[src/rtl/write_iq.sv]
// write_iq: pops I/Q fixed-point pairs, dequantizes and saturates each sample
// to a signed CHAR_SIZE value, and serializes each pair as four
// little-endian bytes (I lo, I hi, Q lo, Q hi) into a byte FIFO.
module write_iq #(
  parameter int DATA_SIZE = 32,
  parameter int BYTE_SIZE = 8,
  parameter int CHAR_SIZE = 16,
  parameter int BITS      = 10
) (
  input  logic                 clock,
  input  logic                 reset,
  input  logic [DATA_SIZE-1:0] i_in_dout,
  input  logic                 i_in_empty,
  output logic                 i_in_rd_en,
  input  logic [DATA_SIZE-1:0] q_in_dout,
  input  logic                 q_in_empty,
  output logic                 q_in_rd_en,
  input  logic                 out_full,
  output logic                 out_wr_en,
  output logic [BYTE_SIZE-1:0] out_din,
  output logic [15:0]          sat_count
);

  typedef enum logic [2:0] {S_IDLE, S_B0, S_B1, S_B2, S_B3} state_t;

  localparam logic signed [DATA_SIZE-1:0] SMAX = DATA_SIZE'((2 ** (CHAR_SIZE - 1)) - 1);
  localparam logic signed [DATA_SIZE-1:0] SMIN = ~SMAX;

  state_t               r_state;
  state_t               w_state_next;
  logic [CHAR_SIZE-1:0] r_i_samp;
  logic [CHAR_SIZE-1:0] r_q_samp;
  logic [15:0]          r_sat_count;
  logic                 w_pop;
  logic                 w_pop_fire;
  logic [CHAR_SIZE:0]   w_i_res;
  logic [CHAR_SIZE:0]   w_q_res;
  logic [16:0]          w_sat_sum;

  // Returns {clipped, value}: arithmetic shift then clip to the signed range.
  function automatic logic [CHAR_SIZE:0] dq_sat(input logic [DATA_SIZE-1:0] w);
    logic signed [DATA_SIZE-1:0] d;
    d = $signed(w) >>> BITS;
    if (d > SMAX)      dq_sat = {1'b1, SMAX[CHAR_SIZE-1:0]};
    else if (d < SMIN) dq_sat = {1'b1, SMIN[CHAR_SIZE-1:0]};
    else               dq_sat = {1'b0, d[CHAR_SIZE-1:0]};
  endfunction

  assign w_pop      = ~i_in_empty & ~q_in_empty;
  assign w_i_res    = dq_sat(i_in_dout);
  assign w_q_res    = dq_sat(q_in_dout);
  assign w_sat_sum  = {1'b0, r_sat_count} + 17'(w_i_res[CHAR_SIZE]) + 17'(w_q_res[CHAR_SIZE]);
  assign i_in_rd_en = w_pop_fire;
  assign q_in_rd_en = w_pop_fire;
  assign sat_count  = r_sat_count;

  // Next-state, pop strobe and byte output decode.
  always_comb begin
    w_state_next = r_state;
    w_pop_fire   = 1'b0;
    out_wr_en    = 1'b0;
    out_din      = '0;
    case (r_state)
      S_IDLE: begin
        if (w_pop) begin
          w_pop_fire   = 1'b1;
          w_state_next = S_B0;
        end
      end
      S_B0: begin
        out_din = r_i_samp[BYTE_SIZE-1:0];
        if (!out_full) begin
          out_wr_en    = 1'b1;
          w_state_next = S_B1;
        end
      end
      S_B1: begin
        out_din = r_i_samp[CHAR_SIZE-1:BYTE_SIZE];
        if (!out_full) begin
          out_wr_en    = 1'b1;
          w_state_next = S_B2;
        end
      end
      S_B2: begin
        out_din = r_q_samp[BYTE_SIZE-1:0];
        if (!out_full) begin
          out_wr_en    = 1'b1;
          w_state_next = S_B3;
        end
      end
      S_B3: begin
        // The next pop overlaps the last byte write to sustain 4 cycles/pair.
        out_din = r_q_samp[CHAR_SIZE-1:BYTE_SIZE];
        if (!out_full) begin
          out_wr_en = 1'b1;
          if (w_pop) begin
            w_pop_fire   = 1'b1;
            w_state_next = S_B0;
          end else begin
            w_state_next = S_IDLE;
          end
        end
      end
      default: w_state_next = S_IDLE;
    endcase
    // Reset holds all strobes and data low so nothing is popped or written.
    if (reset) begin
      w_pop_fire = 1'b0;
      out_wr_en  = 1'b0;
      out_din    = '0;
    end
  end

  // State, sample registers and saturating clip counter.
  always_ff @(posedge clock) begin
    if (reset) begin
      r_state     <= S_IDLE;
      r_i_samp    <= '0;
      r_q_samp    <= '0;
      r_sat_count <= '0;
    end else begin
      r_state <= w_state_next;
      if (w_pop_fire) begin
        r_i_samp    <= w_i_res[CHAR_SIZE-1:0];
        r_q_samp    <= w_q_res[CHAR_SIZE-1:0];
        r_sat_count <= w_sat_sum[16] ? '1 : w_sat_sum[15:0];
      end
    end
  end

endmodule

[config.mk]
export PLATFORM = sky130hd
export DESIGN_NAME = write_iq
export DESIGN_NICKNAME = d
export VERILOG_FILES = /design/src/rtl/write_iq.sv
export SDC_FILE = /design/constraint.sdc
export NUM_CORES = 1
export LEC_CHECK = 0
export CORE_ASPECT_RATIO = 0.6
export CORE_MARGIN = 5
export CORE_UTILIZATION = 40
export CTS_BUF_LIST = sky130_fd_sc_hd__clkbuf_4 sky130_fd_sc_hd__clkbuf_8 sky130_fd_sc_hd__clkbuf_16
export DETAILED_ROUTE_END_ITERATION = 10
export PLACE_DENSITY = 0.73
export RECOVER_POWER = 50
export REMOVE_ABC_BUFFERS = 1
export SYNTH_ARGS = -nofsm -noshare
export SYNTH_HDL_FRONTEND = slang
export SYNTH_SLANG_ARGS = --single-unit
[constraint.sdc]
create_clock -name clock -period 3 [get_ports clock]
set_input_delay 0.6 -clock clock [delete_from_list [all_inputs] [get_ports clock]]
set_output_delay 0.6 -clock clock [all_outputs]
set_load 0.01 [all_outputs]
==> summary.md <==
| Metric | Value |
|---|---|
| Run status | `completed` |
| Top post-synthesis cells by area | `sky130_fd_sc_hd__dfxtp_1 39%, sky130_fd_sc_hd__o211ai_1 8.8%, sky130_fd_sc_hd__a21oi_1 7.4%` |
| Global route overflow | `0` |
| Post-route fraction of the period consumed by the critical path | `93.45%` |
| Sw frac | `24.61%` |
| Number of distinct library cells after synthesis | `45` |
| Total number of nets in the final design | `489` |
| Portion of total power attributed to the clock network | `33.8%` |
| Cell depth of the worst min-delay path | `2` |
| Detailed-route via count | `2771` |
| Average wire per standard cell | `about 16 microns` |
| Largest buffer count on any clock path | `2` |
| Most frequent cells in the layout | `58 x sky130_fd_sc_hd__clkdlybuf4s50_1, 50 x sky130_fd_sc_hd__dfxtp_1, 48 x sky130_fd_sc_hd__nand2_1, 39 x sky130_fd_sc_hd__a21oi_1, 33 x sky130_fd_sc_hd__buf_4` |
| Clock Tree Root | `sky130_fd_sc_hd__clkbuf_8` |
| HP Start | `r_q_samp[9]$_SDFFE_PP0P_` |
| Reported leakage power | `0.001340 uW` |
| Worst Hold Endpoint | `r_q_samp[9]$_SDFFE_PP0P_` |
| HPWL after DPL | `5936 microns` |
| Vias in the first global route | `2689` |
| Warnings, synthesis | `0` |
| Count of flip-flops with a built-in enable after synthesis | `0` |
| Clock-pin slew of the registers on the worst-case setup and hold paths | `0.09 ns` |
| Switching power | `342.4 uW` |
| Mean instance size in the synthesized netlist | `8.119 sq um` |
| Portion of total power attributed to sequential cells | `50.8%` |
| Total Power Consumption | `1391 uW` |
| Share of total power in combinational logic | `15.4%` |
| Max H-tree Level | `2` |
| Starting density of the core | `42.23%` |
| Worst reg2reg startpoint | `r_state[2]$_SDFFE_PP0P_` |
| Global placement routability congestion | `0.7957` |
| Mapped cell area | `~2600 sq um` |
| Largest clock skew in the final design | `0.008167 ns` |
| Core outline area | `6248 sq um` |
| Number of non-filler instances in the completed layout | `roughly 500` |
| Most common cell after layout, fill and taps aside | `sky130_fd_sc_hd__clkdlybuf4s50_1` |
| Worst path required time | `approximately 3.2 ns` |
| Share of cells above drive strength 1 | `~14%` |
| Floorplan row count | `22` |
| Register area share after synthesis | `38.69%` |
| CP Launch Type | `input pin` |
| Number of endpoints with negative hold slack in the final report | `0` |
| Max frequency | `0.3567 GHz` |
| Vertical die dimension | `around 73 microns` |
| CTS tree | `done` |
| Reg2Reg Capture Point | `r_i_samp[4]$_SDFFE_PP0P_` |
| Power per cell area | `roughly 370 nW/um^2` |
| Antenna fix cells | `0` |
| Die X | `114.9 microns` |
| Synth Flop Type | `sky130_fd_sc_hd__dfxtp_1` |
| Number of maximum-capacitance violations | `0` |
| Routed via count divided by cell count | `5.520` |
| Length of the first detailed-routing pass in iterations | `4` |
| Internal cell power | `~1000 uW` |
| Die Area | `8375 sq um` |
| Minimum setup slack among reg-to-reg paths | `0.83 ns` |
| Share of the synthesized area in the top cell type | `38.69%` |
| Peak ir drop on the vdd network | `between 200 and 250 uV` |
| DRT antenna net count | `0` |
| Data arrival time of the critical path | `3.03 ns` |
| Global-route wire length before repair | `13110 microns` |
| Worst hold path class | `flop to flop` |
| CTS buffer count | `5` |
| Normalized max-slew margin | `54.58%` |
| Minimum period implied by the final worst setup slack | `around 2.8 ns` |
| Number of DRC violations after detailed routing | `0` |
| Count of buffers added by post-CTS timing repair for setup | `0` |
| Overall global routing resource usage | `19.45%` |
| Number of sinks handled by clock tree synthesis | `51` |
| Endpoint kind of the worst setup timing path | `flop` |
| Fin. max-slew vios | `0` |
| Cells after DPL | `roughly 500` |
| Leading area contributor after synthesis | `sky130_fd_sc_hd__dfxtp_1` |
| Area overhead of the layout relative to synthesis | `42.53%` |
| Transition time at the pin with the least slew margin | `0.6813 ns` |
| Gate count of the mapped netlist | `325` |
| Fraction of registers with async set/reset | `0%` |
| Number of synthesized register bits | `51` |
| Setup Viol. Count Final | `0` |
| Antenna violations before repair | `0` |
| I/O pin total | `96` |
| Maximum number of pins on one net before global-route repair | `38` |
| Port Buf Inserts | `75` |
| CP Class | `input pin to flop` |
| Clk Latency, worst-skew pair | `about 0.30 ns` |
| Length in cells of the worst reg-to-reg path | `7` |
| Top fanout value on the critical path | `7` |
| Total wire length after detailed routing | `8023 microns` |
| Drt initial violations | `175` |
==> how the worst max path moves through the flow <==
| stage | slack (ns) | endpoint | depth (start not counted) | start |
|---|---|---|---|---|
| finish | 0.20 | sat_count[13]$_SDFFE_PP0P_ | 12 | i_in_dout[29] |
| global route | -0.004 | sat_count[13]$_SDFFE_PP0P_ | 12 | i_in_dout[29] |
| CTS | 0.11 | out_din[3] | 6 | r_state[0]$_SDFFE_PP0P_ |
| detailed placement | -0.18 | sat_count[12]$_SDFFE_PP0P_ | 13 | i_in_dout[29] |
| global placement | -0.11 | sat_count[12]$_SDFFE_PP0P_ | 13 | i_in_dout[29] |
| floorplan | 0.17 | i_in_rd_en | 3 | r_state[1]$_SDFFE_PP0P_ |
==> power groups by stage <==
stage,clock (uW),sequential [uW],combinational [uW]
floorplan,0,723,71.8
CTS,480,706,215
global placement,0,721,211
detailed placement,0,722,214
global route,510,709,233
finish,470,706,215
==> layout make-up <==
cell class	instances	area [sq um]
Clock buffer	5	68.82
Clock inverter	2	37.54
Fill cell	570	2487
Multi-Input combinational cell	244	1503
Inverter	6	22.52
Timing Repair Buffer	110	1002
Tap cell	84	105.1
Sequential cell	51	1022
==> registers in the layout (all words and copies together) (netlist names) <==
signal     flops
r_q_samp      16
r_i_samp      16
r_state        3
sat_count     16
==> layer usage <==
metal / vias up / global-route usage [%] / routed length, microns / share of wire (%)
li1: 1382 / - / - / -
met2: 89 / 29.36 / 3399 / 42
met4: 0 / 2.734 / 13 / 0.16
met1: 1298 / 27.59 / 3866 / 48
met3: 2 / 6.462 / 743 / 9.3
met5: - / 0 / 0 / 0
==> repair_timing <==
item                                    CTS  global route
endpoints found under the setup margin    0             7
hold buffers                              0             0
endpoints found under the hold margin     0             0
resized for setup                         0             4
==> cell families after synthesis <==
family	after synthesis	synth area share, %
multiplexers	8	3.319
flip-flops	51	38.69
XOR/XNOR	6	1.991
buffers and inverters	30	4.884
AO/OA/AOI/OAI	114	28.16
adder cells (fa/ha/maj)	2	1.233
AND/OR/NAND/NOR	114	21.72
==> Yosys cell counts, types with 2 or more instances <==
cell                         n
sky130_fd_sc_hd__xnor2_1     4
sky130_fd_sc_hd__clkbuf_1   18
sky130_fd_sc_hd__a22oi_1     9
sky130_fd_sc_hd__and2_1      5
sky130_fd_sc_hd__o211ai_1   31
sky130_fd_sc_hd__a2bb2oi_1   6
sky130_fd_sc_hd__nor3_1      6
sky130_fd_sc_hd__xor2_1      2
sky130_fd_sc_hd__nor2b_1     5
sky130_fd_sc_hd__and4b_1     2
sky130_fd_sc_hd__mux2_2      6
sky130_fd_sc_hd__nand3_1     6
sky130_fd_sc_hd__o21ai_1     2
sky130_fd_sc_hd__nand2_1    48
sky130_fd_sc_hd__o22a_1      3
sky130_fd_sc_hd__o21ai_0     8
sky130_fd_sc_hd__nand4_1     7
sky130_fd_sc_hd__inv_1       5
sky130_fd_sc_hd__o31ai_1     2
sky130_fd_sc_hd__a21oi_1    39
sky130_fd_sc_hd__nor2_1     19
sky130_fd_sc_hd__buf_2       4
sky130_fd_sc_hd__nor4_1      4
sky130_fd_sc_hd__or3_1       3
sky130_fd_sc_hd__a31oi_1     9
sky130_fd_sc_hd__or4_1       2
sky130_fd_sc_hd__mux2i_1     2
sky130_fd_sc_hd__dfxtp_1    51
==> worst max-delay path, stage by stage <==
cell and delay [ns]:
sky130_fd_sc_hd__clkdlybuf4s50_1 0.46, sky130_fd_sc_hd__nand4_1 0.14, sky130_fd_sc_hd__nor2_1 0.05, sky130_fd_sc_hd__nand2_1 0.06, sky130_fd_sc_hd__o21ai_0 0.11, sky130_fd_sc_hd__fa_2 0.37, sky130_fd_sc_hd__buf_4 0.14, sky130_fd_sc_hd__and4b_1 0.25
sky130_fd_sc_hd__nand4_1 0.16, sky130_fd_sc_hd__buf_4 0.21, sky130_fd_sc_hd__or3_1 0.31, sky130_fd_sc_hd__a31oi_1 0.17
==> stage by stage <==
stage	hold slack (ns)	TNS [ns]	util, %	worst slack, ns	area (sq um)
after CTS	0.4577	0	60.05	0.1122	3752
after floorplan	0.4223	0	-	0.1715	2532
after global placement	0.4344	-0.7232	58.35	-0.1102	3646
after global routing	0.4773	-0.003837	60.19	-0.003837	3761
after detailed placement	0.4446	-1.815	58.35	-0.1825	3646
final	0.4548	0	60.19	0.1964	3761
No activity file was read; power rests on OpenSTA's default activity.
